### src/rtl/ql_bl_wl_config_loader.sv
// rtl/ql_bl_wl_config_loader.sv - beat-to-row BL/WL fabric configuration loader
// Optional trailer CRC check is built when CFG_LOADER_CRC_EN is defined.
module ql_bl_wl_config_loader #(
  parameter int BL_W     = 514,
  parameter int WL_W     = 407,
  parameter int DATA_W   = 32,
  parameter int WL_PULSE = 2
) (
  input  logic              clk,
  input  logic              global_reset,
  input  logic              start,
  input  logic [DATA_W-1:0] s_data,
  input  logic              s_valid,
  output logic              s_ready,
  output logic [0:BL_W-1]   bl,
  output logic [0:WL_W-1]   wl,
  output logic              busy,
  output logic              cfg_done,
  output logic              cfg_error
);

  localparam int BEATS   = (BL_W + DATA_W - 1) / DATA_W;
  localparam int ROW_W   = (WL_W > 1) ? $clog2(WL_W) : 1;
  localparam int BEAT_W  = (BEATS > 1) ? $clog2(BEATS) : 1;
  localparam int PULSE_W = (WL_PULSE > 1) ? $clog2(WL_PULSE) : 1;

  typedef enum logic [2:0] {
    S_IDLE,
    S_LOAD,
    S_WRITE,
    S_HOLD,
    S_DONE
`ifdef CFG_LOADER_CRC_EN
    , S_CHECK
`endif
  } state_e;

  state_e               state_q, state_d;
  logic [ROW_W-1:0]     row_q, row_d;
  logic [BEAT_W-1:0]    beat_q, beat_d;
  logic [PULSE_W-1:0]   pulse_q, pulse_d;
  logic [0:BL_W-1]      bl_q, bl_d;
  logic [0:WL_W-1]      wl_q, wl_d;
  logic                 done_q, done_d;
  logic [0:BEATS*DATA_W-1] wide;
  logic                 accept;

`ifdef CFG_LOADER_CRC_EN
  logic [15:0] crc_q, crc_d;
  logic        err_q, err_d;

  // CRC-16-CCITT, one data bit per shift, LSB of the beat first
  function automatic logic [15:0] crc_feed(input logic [15:0] c, input logic [DATA_W-1:0] d);
    logic [15:0] r;
    r = c;
    for (int i = 0; i < DATA_W; i++) begin
      r = {r[14:0], 1'b0} ^ ((r[15] ^ d[i]) ? 16'h1021 : 16'h0000);
    end
    return r;
  endfunction
`endif

  always_comb begin
    s_ready = (state_q == S_LOAD);
`ifdef CFG_LOADER_CRC_EN
    if (state_q == S_CHECK) s_ready = 1'b1;
`endif
  end

  assign accept = s_valid & s_ready;

  always_comb begin
    state_d = state_q;
    row_d   = row_q;
    beat_d  = beat_q;
    pulse_d = pulse_q;
    done_d  = done_q;
    wide    = '0;
    wide[0:BL_W-1] = bl_q;
`ifdef CFG_LOADER_CRC_EN
    crc_d = crc_q;
    err_d = err_q;
`endif

    case (state_q)
      S_IDLE, S_DONE: begin
        if (start) begin
          state_d = S_LOAD;
          row_d   = '0;
          beat_d  = '0;
          done_d  = 1'b0;
`ifdef CFG_LOADER_CRC_EN
          crc_d = 16'hFFFF;
          err_d = 1'b0;
`endif
        end
      end
      S_LOAD: begin
        if (accept) begin
          // Bits landing past BL_W-1 go into the padding of wide and are dropped
          for (int k = 0; k < BEATS; k++) begin
            if (beat_q == BEAT_W'(k)) begin
              for (int i = 0; i < DATA_W; i++) begin
                wide[k*DATA_W+i] = s_data[i];
              end
            end
          end
`ifdef CFG_LOADER_CRC_EN
          crc_d = crc_feed(crc_q, s_data);
`endif
          if (beat_q == BEAT_W'(BEATS - 1)) begin
            state_d = S_WRITE;
            pulse_d = '0;
          end else begin
            beat_d = beat_q + 1'b1;
          end
        end
      end
      S_WRITE: begin
        if (pulse_q == PULSE_W'(WL_PULSE - 1)) begin
          state_d = S_HOLD;
        end else begin
          pulse_d = pulse_q + 1'b1;
        end
      end
      S_HOLD: begin
        if (row_q == ROW_W'(WL_W - 1)) begin
`ifdef CFG_LOADER_CRC_EN
          state_d = S_CHECK;
`else
          state_d = S_DONE;
          done_d  = 1'b1;
`endif
        end else begin
          row_d   = row_q + 1'b1;
          beat_d  = '0;
          state_d = S_LOAD;
        end
      end
`ifdef CFG_LOADER_CRC_EN
      S_CHECK: begin
        if (accept) begin
          err_d   = (s_data[15:0] != crc_q);
          done_d  = 1'b1;
          state_d = S_DONE;
        end
      end
`endif
      default: state_d = S_IDLE;
    endcase

    bl_d = wide[0:BL_W-1];
    // wl is registered off the next state so it rises the cycle after the last beat
    wl_d = '0;
    if (state_d == S_WRITE) wl_d[row_q] = 1'b1;
  end

  always_ff @(posedge clk) begin
    if (global_reset) begin
      state_q <= S_IDLE;
      row_q   <= '0;
      beat_q  <= '0;
      pulse_q <= '0;
      bl_q    <= '0;
      wl_q    <= '0;
      done_q  <= 1'b0;
    end else begin
      state_q <= state_d;
      row_q   <= row_d;
      beat_q  <= beat_d;
      pulse_q <= pulse_d;
      bl_q    <= bl_d;
      wl_q    <= wl_d;
      done_q  <= done_d;
    end
  end

`ifdef CFG_LOADER_CRC_EN
  always_ff @(posedge clk) begin
    if (global_reset) begin
      crc_q <= 16'hFFFF;
      err_q <= 1'b0;
    end else begin
      crc_q <= crc_d;
      err_q <= err_d;
    end
  end
  assign cfg_error = err_q;
`else
  assign cfg_error = 1'b0;
`endif

  assign bl       = bl_q;
  assign wl       = wl_q;
  assign cfg_done = done_q;
  assign busy     = (state_q != S_IDLE) && (state_q != S_DONE);

endmodule

### config.mk
export PLATFORM = sky130hd
export DESIGN_NAME = ql_bl_wl_config_loader
export DESIGN_NICKNAME = d
export VERILOG_FILES = /design/src/rtl/ql_bl_wl_config_loader.sv
export SDC_FILE = /design/constraint.sdc
export NUM_CORES = 2
export LEC_CHECK = 0
export BUFFER_PORTS_ARGS = -buffer_cell sky130_fd_sc_hd__clkbuf_2
export CAP_MARGIN = 15
export CORE_AREA = 3 3 370 372
export CTS_CLUSTER_SIZE = 40
export DETAILED_ROUTE_END_ITERATION = 16
export DIE_AREA = 0 0 373 375
export PLACE_DENSITY = 0.49
export SLEW_MARGIN = 15
export SYNTH_ARGS = -nofsm -noshare
export SYNTH_HDL_FRONTEND = slang
export SYNTH_SLANG_ARGS = --single-unit
### constraint.sdc
create_clock -name clk -period 3.7 [get_ports clk]
set_clock_uncertainty 0.05 [all_clocks]
set_input_delay 0.185 -clock clk [delete_from_list [all_inputs] [get_ports clk]]
set_output_delay 0.185 -clock clk [all_outputs]
set_load 0.05 [all_outputs]
==> impl_results.html <==
<table>
<tr><th>Metric</th><th>Value</th></tr>
<tr><th colspan="2">Status</th></tr>
<tr><td>Result of the run</td><td>completed</td></tr>
<tr><th colspan="2">Synth</th></tr>
<tr><td>Synth area leader</td><td>dfxtp_1</td></tr>
<tr><td>Area contributors post-synth</td><td>dfxtp_1, nand2_1, a21oi_1</td></tr>
<tr><td>Post-synthesis instance total</td><td>between 3000 and 4000</td></tr>
<tr><td>Commonest cells post-synth</td><td>dfxtp_1, nand2_1, nor2_1</td></tr>
<tr><td>Register bit total from synthesis</td><td>940</td></tr>
<tr><td>Yosys cell types</td><td>48</td></tr>
<tr><td>Yosys synthesis warning count</td><td>0</td></tr>
<tr><td>EDFF count, synth</td><td>0</td></tr>
<tr><td>Main synth FF type</td><td>dfxtp_1</td></tr>
<tr><td>Yosys top cell area share</td><td>63.19%</td></tr>
<tr><td>Asr flop ratio synth</td><td>0%</td></tr>
<tr><td>Mean instance size in the synthesized netlist</td><td>around 9 µm²</td></tr>
<tr><td>Cell with the most instances after synthesis</td><td>dfxtp_1</td></tr>
<tr><td>Total nets after synthesis</td><td>3361</td></tr>
<tr><td>Mapped Area</td><td>between 20000 and 30000 µm²</td></tr>
<tr><td>Post-synthesis sequential area ratio</td><td>a little over three fifths</td></tr>
<tr><th colspan="2">Setup path</th></tr>
<tr><td>Critical path type</td><td>reg -&gt; reg</td></tr>
<tr><td>R2r setup slk</td><td>around 0.80 ns</td></tr>
<tr><td>Type of element capturing the critical path</td><td>register</td></tr>
<tr><td>Crit-path max FO</td><td>32</td></tr>
<tr><td>CP peak stage delay</td><td>about 0.62 ns</td></tr>
<tr><td>Startpoint type of the worst setup path</td><td>register</td></tr>
<tr><td>CP max-delay cell</td><td>a32o_1</td></tr>
<tr><td>End of the worst register-to-register path</td><td>wl[208]</td></tr>
<tr><td>Required @ worst endpoint</td><td>4.27 ns</td></tr>
<tr><td>Arrival time of the worst setup path</td><td>3.48 ns</td></tr>
<tr><td>CP Cell Sequence</td><td>inv_1, ha_1, and4bb_1, a32o_1, nand4_4, buf_12, nor2_1</td></tr>
<tr><td>FF-to-FF Start</td><td>beat_q[0]</td></tr>
<tr><td>Worst Reg2Reg Path Length in Cells</td><td>7</td></tr>
<tr><th colspan="2">Clock tree</th></tr>
<tr><td>Post-CTS Hold Buffers</td><td>7</td></tr>
<tr><td>Clock tree sinks</td><td>940</td></tr>
<tr><td>Clock transition at path regs</td><td>around 0.06 ns</td></tr>
<tr><td>CTS Root Cell</td><td>clkbuf_16</td></tr>
<tr><td>Setup Buffers After CTS</td><td>0</td></tr>
<tr><td>Num CTS Buffers</td><td>a little over 100</td></tr>
<tr><td>Largest buffer count on any clock path</td><td>3</td></tr>
<tr><td>Post-cts repair resize count</td><td>0</td></tr>
<tr><td>Clock tree from TritonCTS</td><td>built</td></tr>
<tr><td>Total number of H-tree levels</td><td>3</td></tr>
<tr><td>Worst-skew pair later-pin latency</td><td>approximately 0.72 ns</td></tr>
<tr><th colspan="2">Final layout</th></tr>
<tr><td>Fraction of layout instances using a drive strength above 1</td><td>28.22%</td></tr>
<tr><td>Area growth from synthesis to final layout</td><td>32.87%</td></tr>
<tr><td>Nets</td><td>about 4200</td></tr>
<tr><td>Final cell utilization of the core</td><td>just under 30%</td></tr>
<tr><th colspan="2">Detailed routing</th></tr>
<tr><td>Drc violations</td><td>0</td></tr>
<tr><td>Antenna Nets Post-Route</td><td>0</td></tr>
<tr><td>Number of vias after detailed routing</td><td>about 26000</td></tr>
<tr><td>Final wirelength</td><td>around 140 mm</td></tr>
<tr><td>DR pass1 iterations</td><td>5</td></tr>
<tr><td>Wire length per cell</td><td>~22 µm</td></tr>
<tr><td>DR vias/cell</td><td>between 4 and 5</td></tr>
<tr><td>Detailed Route Iter0 Violations</td><td>1945</td></tr>
<tr><th colspan="2">Hold path</th></tr>
<tr><td>Hold path cells</td><td>3</td></tr>
<tr><td>Startpoint of the lowest-slack hold path</td><td>s_data[17]</td></tr>
<tr><td>Path class of the lowest-slack min-delay path</td><td>in -&gt; reg</td></tr>
<tr><td>Capture endpoint of the worst hold path</td><td>bl[369]</td></tr>
<tr><th colspan="2">Timing</th></tr>
<tr><td>Setup repair after global routing missed its margin</td><td>no</td></tr>
<tr><td>Period Utilization, post-route</td><td>between 70 and 80%</td></tr>
<tr><td>Transition at the pin with the smallest max-transition slack</td><td>roughly 1.2 ns</td></tr>
<tr><td>Count of endpoints failing hold in the final timing report</td><td>0</td></tr>
<tr><td>Slew margin rel.</td><td>around 23%</td></tr>
<tr><td>Maximum clock rate</td><td>about 340 MHz</td></tr>
<tr><td>Setup TNS</td><td>0 ns</td></tr>
<tr><td>Final min period</td><td>2.905 ns</td></tr>
<tr><td>Number of failing setup endpoints in the final timing report</td><td>0</td></tr>
<tr><td>Final max-slew violation count</td><td>0</td></tr>
<tr><th colspan="2">Placement</th></tr>
<tr><td>I/O Buffers</td><td>between 900 and 1000</td></tr>
<tr><td>Total half-perimeter wirelength after legalization and detailed placement</td><td>94.57 mm</td></tr>
<tr><td>Gp weighted congestion</td><td>0.7841</td></tr>
<tr><th colspan="2">Die</th></tr>
<tr><td>Die width</td><td>approximately 370 µm</td></tr>
<tr><td># rows</td><td>134</td></tr>
<tr><td>Initial core utilization</td><td>between 20% and 30%</td></tr>
<tr><td>IO Count</td><td>961</td></tr>
<tr><td>Chip Height</td><td>around 380 µm</td></tr>
<tr><td>Die footprint</td><td>roughly 140000 µm²</td></tr>
<tr><td>Placeable core region</td><td>133600 µm²</td></tr>
<tr><th colspan="2">GRT</th></tr>
<tr><td>Wire length of the first global-routing pass</td><td>188.8 mm</td></tr>
<tr><td>Total congestion overflow after global routing</td><td>0</td></tr>
<tr><td>Vias in the first global route</td><td>approximately 25000</td></tr>
<tr><td>Largest net degree at the start of global routing</td><td>174</td></tr>
<tr><td>Total routing resource utilization after global routing</td><td>between 15 and 20%</td></tr>
<tr><td>Number of antenna violations at the first check in global routing</td><td>6</td></tr>
<tr><th colspan="2">Job</th></tr>
<tr><td>Number of maximum-capacitance constraint violations</td><td>0</td></tr>
<tr><th colspan="2">Power and ir drop</th></tr>
<tr><td>Power per standard cell area</td><td>between 500 and 600 nW/µm²</td></tr>
<tr><td>Worst vdd ir</td><td>roughly 0.35 mV</td></tr>
<tr><td>Leakage power of the design</td><td>roughly 17 nW</td></tr>
</table>
report_power, final:
group | switching (W) | internal (W) | total, W
Clock | 0.00439 | 0.00599 | 0.0104
Combinational | 0.000627 | 0.000119 | 0.000746
Sequential | 0.0000242 | 0.0102 | 0.0102
routing by layer:
layer | routed length [µm] | part of all wire [%] | up-vias | track usage, %
met2 | 66430 | 49 | 976 | 32.24
met4 | 3764 | 2.8 | 0 | 5.832
li1 | - | - | 12260 | -
met3 | 10590 | 7.8 | 182 | 6.210
met5 | 0 | 0 | - | 0
met1 | 54760 | 40 | 12220 | 21.38
worst max-delay path by stage:
stage,startpoint,to
5_1_grt,beat_q[0],wl[202]
4_1_cts,beat_q[0],wl[208]
3_5_place_dp,beat_q[0],wl[208]
2_1_floorplan,state_q[2],bl[482]
3_3_place_gp,beat_q[0],wl[208]
6_report,beat_q[0],wl[208]
final cells by class:
type / count / area (µm²)
Tap cell: 1768 / 2212
Timing Repair Buffer: 1015 / 5323
Multi-Input combinational cell: 2101 / 9744
Clock inverter: 42 / 524.3
Sequential cell: 940 / 18820
Fill cell: 14340 / 94060
Antenna cell: 2 / 5.005
Clock buffer: 146 / 2898
Inverter: 12 / 45.04
per-stage QoR:
step                      cell area [µm²]  setup WS (ns)  total power, W  instances  hold WS, ns
after floorplan                     29780          1.526         0.01082       3316       0.2710
after global placement              36070         0.8316         0.01116       5829       0.3881
after detailed placement            36070         0.8058         0.01116       5829       0.3948
after CTS                           39560         0.7620         0.02158       6024      0.01435
after global routing                39560         0.5842         0.02199       6024      0.03194
final                               39570         0.7953         0.02130       6026      0.05259
cell usage in the layout (no fill, tap or decap), drive strengths merged, types with 2 or more instances in the layout:
master and instances:
a21oi 419, a31oi 3, and2 12, and3 7, and4 12, buf 50, bufinv 7, clkbuf 1104
clkinv 22, clkinvlp 5, dfxtp 940, diode 2, dlygate4sd3 7, ha 9, inv 20, mux2i 103
nand2 917, nand3 21, nand3b 5, nand4 17, nand4b 2, nor2 516, nor2b 12, nor3 5
nor3b 2, nor4 3, o2111ai 6, o21a 2, o21ai 2, o221a 2, o31ai 5, or3 5
or4 2
flip-flops by register name, summed over array words and instances, names as in the netlist:
register / cells
state_q: 3
wl: 407
cfg_done: 1
bl: 514
beat_q: 5
pulse_q: 1
row_q: 9
logic make-up after synthesis:
family	Yosys count	synth area share [%]
AOI/OAI and AO/OA	444	7.718
adders and majority gates	9	0.3781
buffers and inverters	275	4.302
DFF	940	63.19
muxes	103	3.462
other	1	0.01259
and+or+nand+nor	1544	20.94
worst max-delay path: cells and delay by family (launching register included):
| kind | cells | cell delay (ns) |
|---|---|---|
| compound gates | 1 | 0.62 |
| fa+ha+maj | 1 | 0.17 |
| buf+inv | 2 | 0.52 |
| flops | 1 | 0.35 |
| simple gates | 3 | 1.05 |
Note: power is estimated with default switching activity, not from simulation.
